--- config.mk ---
export PLATFORM = sky130hd
export DESIGN_NAME = cycle_stats
export DESIGN_NICKNAME = d
export VERILOG_FILES = /design/src/rtl/cycle_stats_pkg.sv /design/src/rtl/stats_accum.sv /design/src/rtl/cycle_stats.sv
export SDC_FILE = /design/constraint.sdc
export NUM_CORES = 1
export LEC_CHECK = 0
export BUFFER_PORTS_ARGS = -buffer_cell sky130_fd_sc_hd__clkbuf_2
export CORE_UTILIZATION = 28
export CTS_CLUSTER_SIZE = 20
export DETAILED_ROUTE_END_ITERATION = 8
export HOLD_SLACK_MARGIN = 0.12
export PLACE_DENSITY = 0.5
export SETUP_SLACK_MARGIN = 0.5
export SYNTH_ARGS = -nofsm -noshare
export SYNTH_HDL_FRONTEND = slang
export SYNTH_SLANG_ARGS = --single-unit
--- constraint.sdc ---
create_clock -name clock -period 5.6 [get_ports clock]
set_input_delay 0.28 -clock clock [delete_from_list [all_inputs] [get_ports clock]]
set_output_delay 0.28 -clock clock [all_outputs]
set_load 0.05 [all_outputs]
--- src/rtl/cycle_stats_pkg.sv ---
// Shared encodings for the cycle statistics block: command opcodes,
// READ selectors, STATUS bit positions and the control FSM state type.
package cycle_stats_pkg;

  typedef enum logic [1:0] {
    CMD_CLEAR  = 2'd0,
    CMD_ADD    = 2'd1,
    CMD_READ   = 2'd2,
    CMD_STATUS = 2'd3
  } cmd_e;

  typedef enum logic [1:0] {
    SEL_COUNT = 2'd0,
    SEL_SUM   = 2'd1,
    SEL_MIN   = 2'd2,
    SEL_MAX   = 2'd3
  } sel_e;

  typedef enum logic [1:0] {
    ST_IDLE = 2'd0,
    ST_EXEC = 2'd1,
    ST_RESP = 2'd2
  } state_e;

  localparam int STATUS_OVF_BIT   = 0;
  localparam int STATUS_EMPTY_BIT = 1;

endpackage

--- src/rtl/stats_accum.sv ---
// Statistics datapath: saturating count/sum, running unsigned min/max and a
// sticky overflow flag, updated by single-cycle clear/add strobes.
module stats_accum
  import cycle_stats_pkg::*;
#(
  parameter int WIDTH = 64
) (
  input  logic             clock,
  input  logic             resetn,
  input  logic             clr,
  input  logic             add,
  input  logic [WIDTH-1:0] sample,
  output logic [WIDTH-1:0] count,
  output logic [WIDTH-1:0] count_next,
  output logic [WIDTH-1:0] sum,
  output logic [WIDTH-1:0] min_val,
  output logic [WIDTH-1:0] max_val,
  output logic             ovf
);

  localparam logic [WIDTH-1:0] ALL_ONES = {WIDTH{1'b1}};
  localparam logic [WIDTH-1:0] ZERO     = {WIDTH{1'b0}};
  localparam logic [WIDTH-1:0] ONE      = {{(WIDTH-1){1'b0}}, 1'b1};

  logic [WIDTH-1:0] count_q, count_d;
  logic [WIDTH-1:0] sum_q, sum_d;
  logic [WIDTH-1:0] min_q, min_d;
  logic [WIDTH-1:0] max_q, max_d;
  logic             ovf_q, ovf_d;

  logic [WIDTH:0]   sum_wide_s;
  logic             sum_carry_s;
  logic             count_full_s;

  // Next-state datapath; the extra sum bit detects that the true sum no longer fits
  always_comb begin
    sum_wide_s   = {1'b0, sum_q} + {1'b0, sample};
    sum_carry_s  = sum_wide_s[WIDTH];
    count_full_s = &count_q;
    count_d      = count_q;
    sum_d        = sum_q;
    min_d        = min_q;
    max_d        = max_q;
    ovf_d        = ovf_q;
    if (clr) begin
      count_d = ZERO;
      sum_d   = ZERO;
      min_d   = ALL_ONES;
      max_d   = ZERO;
      ovf_d   = 1'b0;
    end else if (add) begin
      count_d = count_full_s ? count_q : (count_q + ONE);
      sum_d   = sum_carry_s ? ALL_ONES : sum_wide_s[WIDTH-1:0];
      min_d   = (sample < min_q) ? sample : min_q;
      max_d   = (sample > max_q) ? sample : max_q;
      ovf_d   = ovf_q | count_full_s | sum_carry_s;
    end else begin
      count_d = count_q;
      sum_d   = sum_q;
    end
  end

  // Statistics registers
  always_ff @(posedge clock or negedge resetn) begin
    if (!resetn) begin
      count_q <= ZERO;
      sum_q   <= ZERO;
      min_q   <= ALL_ONES;
      max_q   <= ZERO;
      ovf_q   <= 1'b0;
    end else begin
      count_q <= count_d;
      sum_q   <= sum_d;
      min_q   <= min_d;
      max_q   <= max_d;
      ovf_q   <= ovf_d;
    end
  end

  assign count      = count_q;
  assign count_next = count_d;
  assign sum        = sum_q;
  assign min_val    = min_q;
  assign max_val    = max_q;
  assign ovf        = ovf_q;

endmodule

--- src/rtl/cycle_stats.sv ---
// Cycle statistics block: accepts one command at a time, executes it against
// the stats_accum datapath in a single EXEC cycle and holds the result until taken.
module cycle_stats
  import cycle_stats_pkg::*;
#(
  parameter int WIDTH = 64
) (
  input  logic             clock,
  input  logic             resetn,
  input  logic [WIDTH-1:0] m_input_value,
  input  logic [1:0]       m_input_cmd,
  output logic             m_ready_out,
  input  logic             m_valid_in,
  output logic [WIDTH-1:0] m_output_value,
  output logic             m_valid_out,
  input  logic             m_ready_in
);

  localparam logic [WIDTH-1:0] ZERO = {WIDTH{1'b0}};

  state_e           state_q, state_d;
  cmd_e             cmd_q, cmd_d;
  logic [WIDTH-1:0] value_q, value_d;
  logic             ready_q, ready_d;
  logic             valid_q, valid_d;
  logic [WIDTH-1:0] result_q, result_d;

  logic             accept_s;
  logic             clr_s;
  logic             add_s;
  logic [WIDTH-1:0] exec_result_s;
  logic [WIDTH-1:0] count_s, count_next_s, sum_s, min_s, max_s;
  logic             ovf_s;

  assign accept_s = ready_q & m_valid_in;
  assign clr_s    = (state_q == ST_EXEC) && (cmd_q == CMD_CLEAR);
  assign add_s    = (state_q == ST_EXEC) && (cmd_q == CMD_ADD);

  stats_accum #(
    .WIDTH (WIDTH)
  ) u_accum (
    .clock      (clock),
    .resetn     (resetn),
    .clr        (clr_s),
    .add        (add_s),
    .sample     (value_q),
    .count      (count_s),
    .count_next (count_next_s),
    .sum        (sum_s),
    .min_val    (min_s),
    .max_val    (max_s),
    .ovf        (ovf_s)
  );

  // Result of the command in EXEC; ADD reports the count as it will be after the update
  always_comb begin
    exec_result_s = ZERO;
    case (cmd_q)
      CMD_CLEAR: exec_result_s = ZERO;
      CMD_ADD:   exec_result_s = count_next_s;
      CMD_READ: begin
        case (sel_e'(value_q[1:0]))
          SEL_COUNT: exec_result_s = count_s;
          SEL_SUM:   exec_result_s = sum_s;
          SEL_MIN:   exec_result_s = min_s;
          SEL_MAX:   exec_result_s = max_s;
          default:   exec_result_s = ZERO;
        endcase
      end
      CMD_STATUS: begin
        exec_result_s[STATUS_OVF_BIT]   = ovf_s;
        exec_result_s[STATUS_EMPTY_BIT] = (count_s == ZERO);
      end
      default: exec_result_s = ZERO;
    endcase
  end

  // Control FSM next state; ready/valid/result are precomputed so the outputs come straight from flops
  always_comb begin
    state_d  = state_q;
    cmd_d    = cmd_q;
    value_d  = value_q;
    ready_d  = ready_q;
    valid_d  = valid_q;
    result_d = result_q;
    case (state_q)
      ST_IDLE: begin
        if (accept_s) begin
          state_d = ST_EXEC;
          cmd_d   = cmd_e'(m_input_cmd);
          value_d = m_input_value;
          ready_d = 1'b0;
        end else begin
          state_d = ST_IDLE;
          ready_d = 1'b1;
        end
      end
      ST_EXEC: begin
        state_d  = ST_RESP;
        valid_d  = 1'b1;
        result_d = exec_result_s;
      end
      ST_RESP: begin
        if (m_ready_in) begin
          state_d = ST_IDLE;
          valid_d = 1'b0;
          ready_d = 1'b1;
        end else begin
          state_d = ST_RESP;
          valid_d = 1'b1;
        end
      end
      default: begin
        state_d = ST_IDLE;
        ready_d = 1'b1;
        valid_d = 1'b0;
      end
    endcase
  end

  // Control registers
  always_ff @(posedge clock or negedge resetn) begin
    if (!resetn) begin
      state_q  <= ST_IDLE;
      cmd_q    <= CMD_CLEAR;
      value_q  <= ZERO;
      ready_q  <= 1'b1;
      valid_q  <= 1'b0;
      result_q <= ZERO;
    end else begin
      state_q  <= state_d;
      cmd_q    <= cmd_d;
      value_q  <= value_d;
      ready_q  <= ready_d;
      valid_q  <= valid_d;
      result_q <= result_d;
    end
  end

  assign m_ready_out    = ready_q;
  assign m_valid_out    = valid_q;
  assign m_output_value = result_q;

endmodule

==> impl_metrics.py <==
metrics = {
    "synth": {
        "synth_area_leader_cell": "dfrtp_1",
        "yosys_warnings": 0,
        "ys_types": 75,
        "synthFlopType": "dfrtp_1",
        "synth_most_common_cell": "nand2_1",
        "synth_enable_flop_cells": 0,
        "ys_seq_area_share_pct": 38.9,
        "yosysTopAreaCellShare_pct": 32.1,
        "synthCells": 2733,
        "syn_nets": 3006,
        "async_flop_share_pct": 100,
        "synth.top_cells.by_area": "dfrtp_1 32%, ha_1 10%, dfstp_2 6.7%",
        "synth_seq_cells": 391,
        "syn_area_sq_um": 25400,
        "avgSynthCellArea_sq_um": 9.29,
        "synthTopCellsByCount": "365 x nand2_1, 326 x dfrtp_1, 210 x o21ai_0",
    },
    "worst_setup_path": {
        "cp_data_arrival_time_ps": 4960,
        "r2r_end": "u_accum.sum[21]",
        "path_delay_family": "compound AO/OA/AOI/OAI gates",
        "crit_fanout": 35,
        "rrSetupSlack_ps": 1170,
        "crit_slowest_cell": "a41o_2",
        "cp.required_ps": 6130,
        "crit_buf_inv": 1,
        "max_stage_delay_ps": 800,
        "crit_type": "reg -> reg",
        "rr_worst_depth": 12,
        "cp-start-kind": "flop",
        "timing.rr.start": "value_q[16]",
        "cp_cell_sequence": "ha_1 > nand4_1 > or3_1 > o22ai_1 > a211oi_1 > a2111oi_4 > o21bai_1 > a211oi_2 > a41o_2 > buf_4 > o21ai_0 > nand2_1",
        "critPathCaptureType": "flop",
    },
    "floorplan": {
        "ioPinCount": 136,
        "die_w_um": 303,
        "row_count": 110,
        "core-area_sq_um": 89900,
        "initial_core_util_pct": 28.2,
        "die_h_um": 303,
        "die-area_sq_um": 91800,
    },
    "route": {
        "vias": 21300,
        "via_per_inst": 5.23,
        "detail_route.first_pass.iterations": 6,
        "drtIter0Drc": 1644,
        "routedWlPerCell_um": 21.8,
        "drt_drc_violations_left": 0,
        "routed_wl_um": 88900,
        "ant_nets": 0,
    },
    "power_and_ir_drop": {
        "power_density_nw_per_um2": 598,
        "clockPowerShare_pct": 18.1,
        "seqPwrFrac_pct": 28.7,
        "p_int_mw": 9.45,
        "vdd_drop_max_mv": 0.244,
        "p_leak_nw": 13.6,
        "p_sw_share_pct": 46.4,
        "finalPower_mw": 17.6,
        "combPwrFrac_pct": 53.2,
        "switchingPower_mw": 8.20,
    },
    "job": {
        "drv_cap": 0,
    },
    "global_route": {
        "antenna_found_initial": 2,
        "grt_max_degree": 195,
        "grt_usage_pct": 19.4,
        "overflow": 0,
        "grt_pass1_wl_um": 135000,
        "grt_pass1_vias": 20500,
    },
    "timing": {
        "rsz0062_at_grt": "no",
        "setup_viol": 0,
        "min_period_ps": 4430,
        "hold_viol_final": 0,
        "post-route-period-util_pct": 79.0,
        "finClkSkew_ps": 25.9,
        "tns_ps": 0,
        "slew_violations": 0,
        "fmax_mhz": 226,
        "worst_pin_slew_ps": 1110,
        "slew-limit-headroom_pct": 25.9,
    },
    "final_layout": {
        "nNetsFinal": 3127,
        "area_delta_synth_final_pct": 16.2,
        "finalNonFillerCells": 4069,
        "fill_cells": 9315,
        "drive_gt1_share_pct": 16.1,
    },
    "clocking": {
        "cts_max_path_buffers": 3,
        "clockRootBuffer": "clkbuf_16",
        "clock-sinks": 391,
        "numCtsBuffers": 49,
        "clk_pin_slew_ps": 60,
        "cts_tree": "done",
        "htree_levels": 2,
        "ctsHoldBuffers": 68,
        "cts_resized": 0,
        "post-cts-setup-buffers": 0,
        "clkLatencyLatePin_ps": 600,
    },
    "min_path": {
        "hold_path.class": "in -> async",
    },
    "placed_design": {
        "port_buffers": 135,
        "hpwl_um": 64300,
        "dp_cells": 3911,
        "gp_congestion": 0.930,
    },
    "run_status": {
        "status": "completed",
    },
}
layout by cell type (no fill, tap or decap), types with 6 or more instances in the layout:
cell type      instances
o21bai_1              12
a21o_1                82
nor2_1               152
a21oi_1              139
clkbuf_8              12
dfrtp_1              324
and2_1                12
dlygate4sd3_1         68
mux4_2                63
nand3_1              109
o21ai_0              210
buf_4                 24
xnor2_1               67
clkbuf_2             134
ha_1                 201
dfstp_2               65
o21a_1                14
inv_1                162
a211oi_1               8
o21ai_1               26
or3_1                 12
nand2b_1              19
nor4_1                24
clkinv_2              13
and4_1                13
mux2_2                68
nor2b_1               48
a221o_1               12
o211ai_1              78
xor2_1                50
and3_1                26
a22o_1                 6
o211a_1               10
nand2_1              363
clkbuf_16             49
a31oi_1               26
nor3_1                20
nand4_1               73
clkbuf_1              10
worst register-to-register path, stage by stage (launching register included):
cell and delay, ps:
dfrtp_1 460, ha_1 480, nand4_1 190, or3_1 400
o22ai_1 150, a211oi_1 130, a2111oi_4 480, o21bai_1 210
a211oi_2 370, a41o_2 800, buf_4 410, o21ai_0 170
nand2_1 110
area by class of cell:
type,count,area (sq um),share of cell area [%]
multi-input cells,2019,14300,48.6
diodes,1,2.50,0.00848
clock buffers,71,1430,4.84
repair buffers,231,1630,5.51
inverters,162,608,2.06
flip-flops and latches,391,9870,33.5
clock inverters,18,148,0.501
well taps,1176,1470,4.99
per-layer routing:
layer | wire, um | track usage (%) | vias up
met4 | 2050 | 4.59 | 0
met3 | 4750 | 2.13 | 112
li1 | - | - | 10000
met1 | 42900 | 29.1 | 10500
met2 | 39100 | 29.5 | 621
met5 | 0 | 0 | -
worst max path at each step:
stage                start             endpoint  depth (start not counted)
2_1_floorplan   value_q[0]  u_accum.max_val[48]                         17
3_3_place_gp   value_q[19]      u_accum.sum[23]                         11
3_5_place_dp   value_q[19]      u_accum.sum[18]                         12
4_1_cts        value_q[19]      u_accum.sum[23]                         12
5_1_grt        value_q[14]      u_accum.sum[23]                         12
6_report       value_q[16]      u_accum.sum[21]                         12
registers in the layout, indices dropped and copies added, names as in the netlist:
| signal | cells |
|---|---|
| u_accum.max_val | 64 |
| m_output_value | 64 |
| u_accum.sum | 64 |
| value_q | 64 |
| state_q | 2 |
| u_accum.count | 64 |
| cmd_q | 2 |
| m_valid_out | 1 |
| u_accum.ovf | 1 |
| u_accum.min_val | 64 |
| m_ready_out | 1 |
logic make-up (layout without fill, tap and decap cells):
kind of cell,Yosys count,after routing,synth area share [%]
other,0,1,0
AO/OA/AOI/OAI,665,665,16.3
multiplexers,136,136,8.87
AND/OR/NAND/NOR,898,898,16.9
buffers and inverters,323,482,4.94
XOR/XNOR,117,117,4.04
adder cells (fa/ha/maj),203,203,10.0
flip-flops,391,391,38.9
power groups by stage:
stage | combinational [mW] | sequential, mW | clock, mW
floorplan | 6.30 | 5.18 | 0
global placement | 9.32 | 5.08 | 0
detailed placement | 9.29 | 5.11 | 0
CTS | 9.39 | 5.07 | 3.28
global route | 10.4 | 5.21 | 3.39
finish | 9.39 | 5.06 | 3.20
per-stage QoR:
stage	hold slack, ps	worst slack [ps]	area [sq um]	utilization, %
after detailed placement	247	1260	27200	30.3
after floorplan	-15.6	2300	25400	-
final	211	1170	29500	32.8
after global placement	249	1360	27200	30.3
after global routing	241	914	29500	32.8
after CTS	205	1230	29500	32.8
Note: power is estimated with default switching activity, not from simulation.
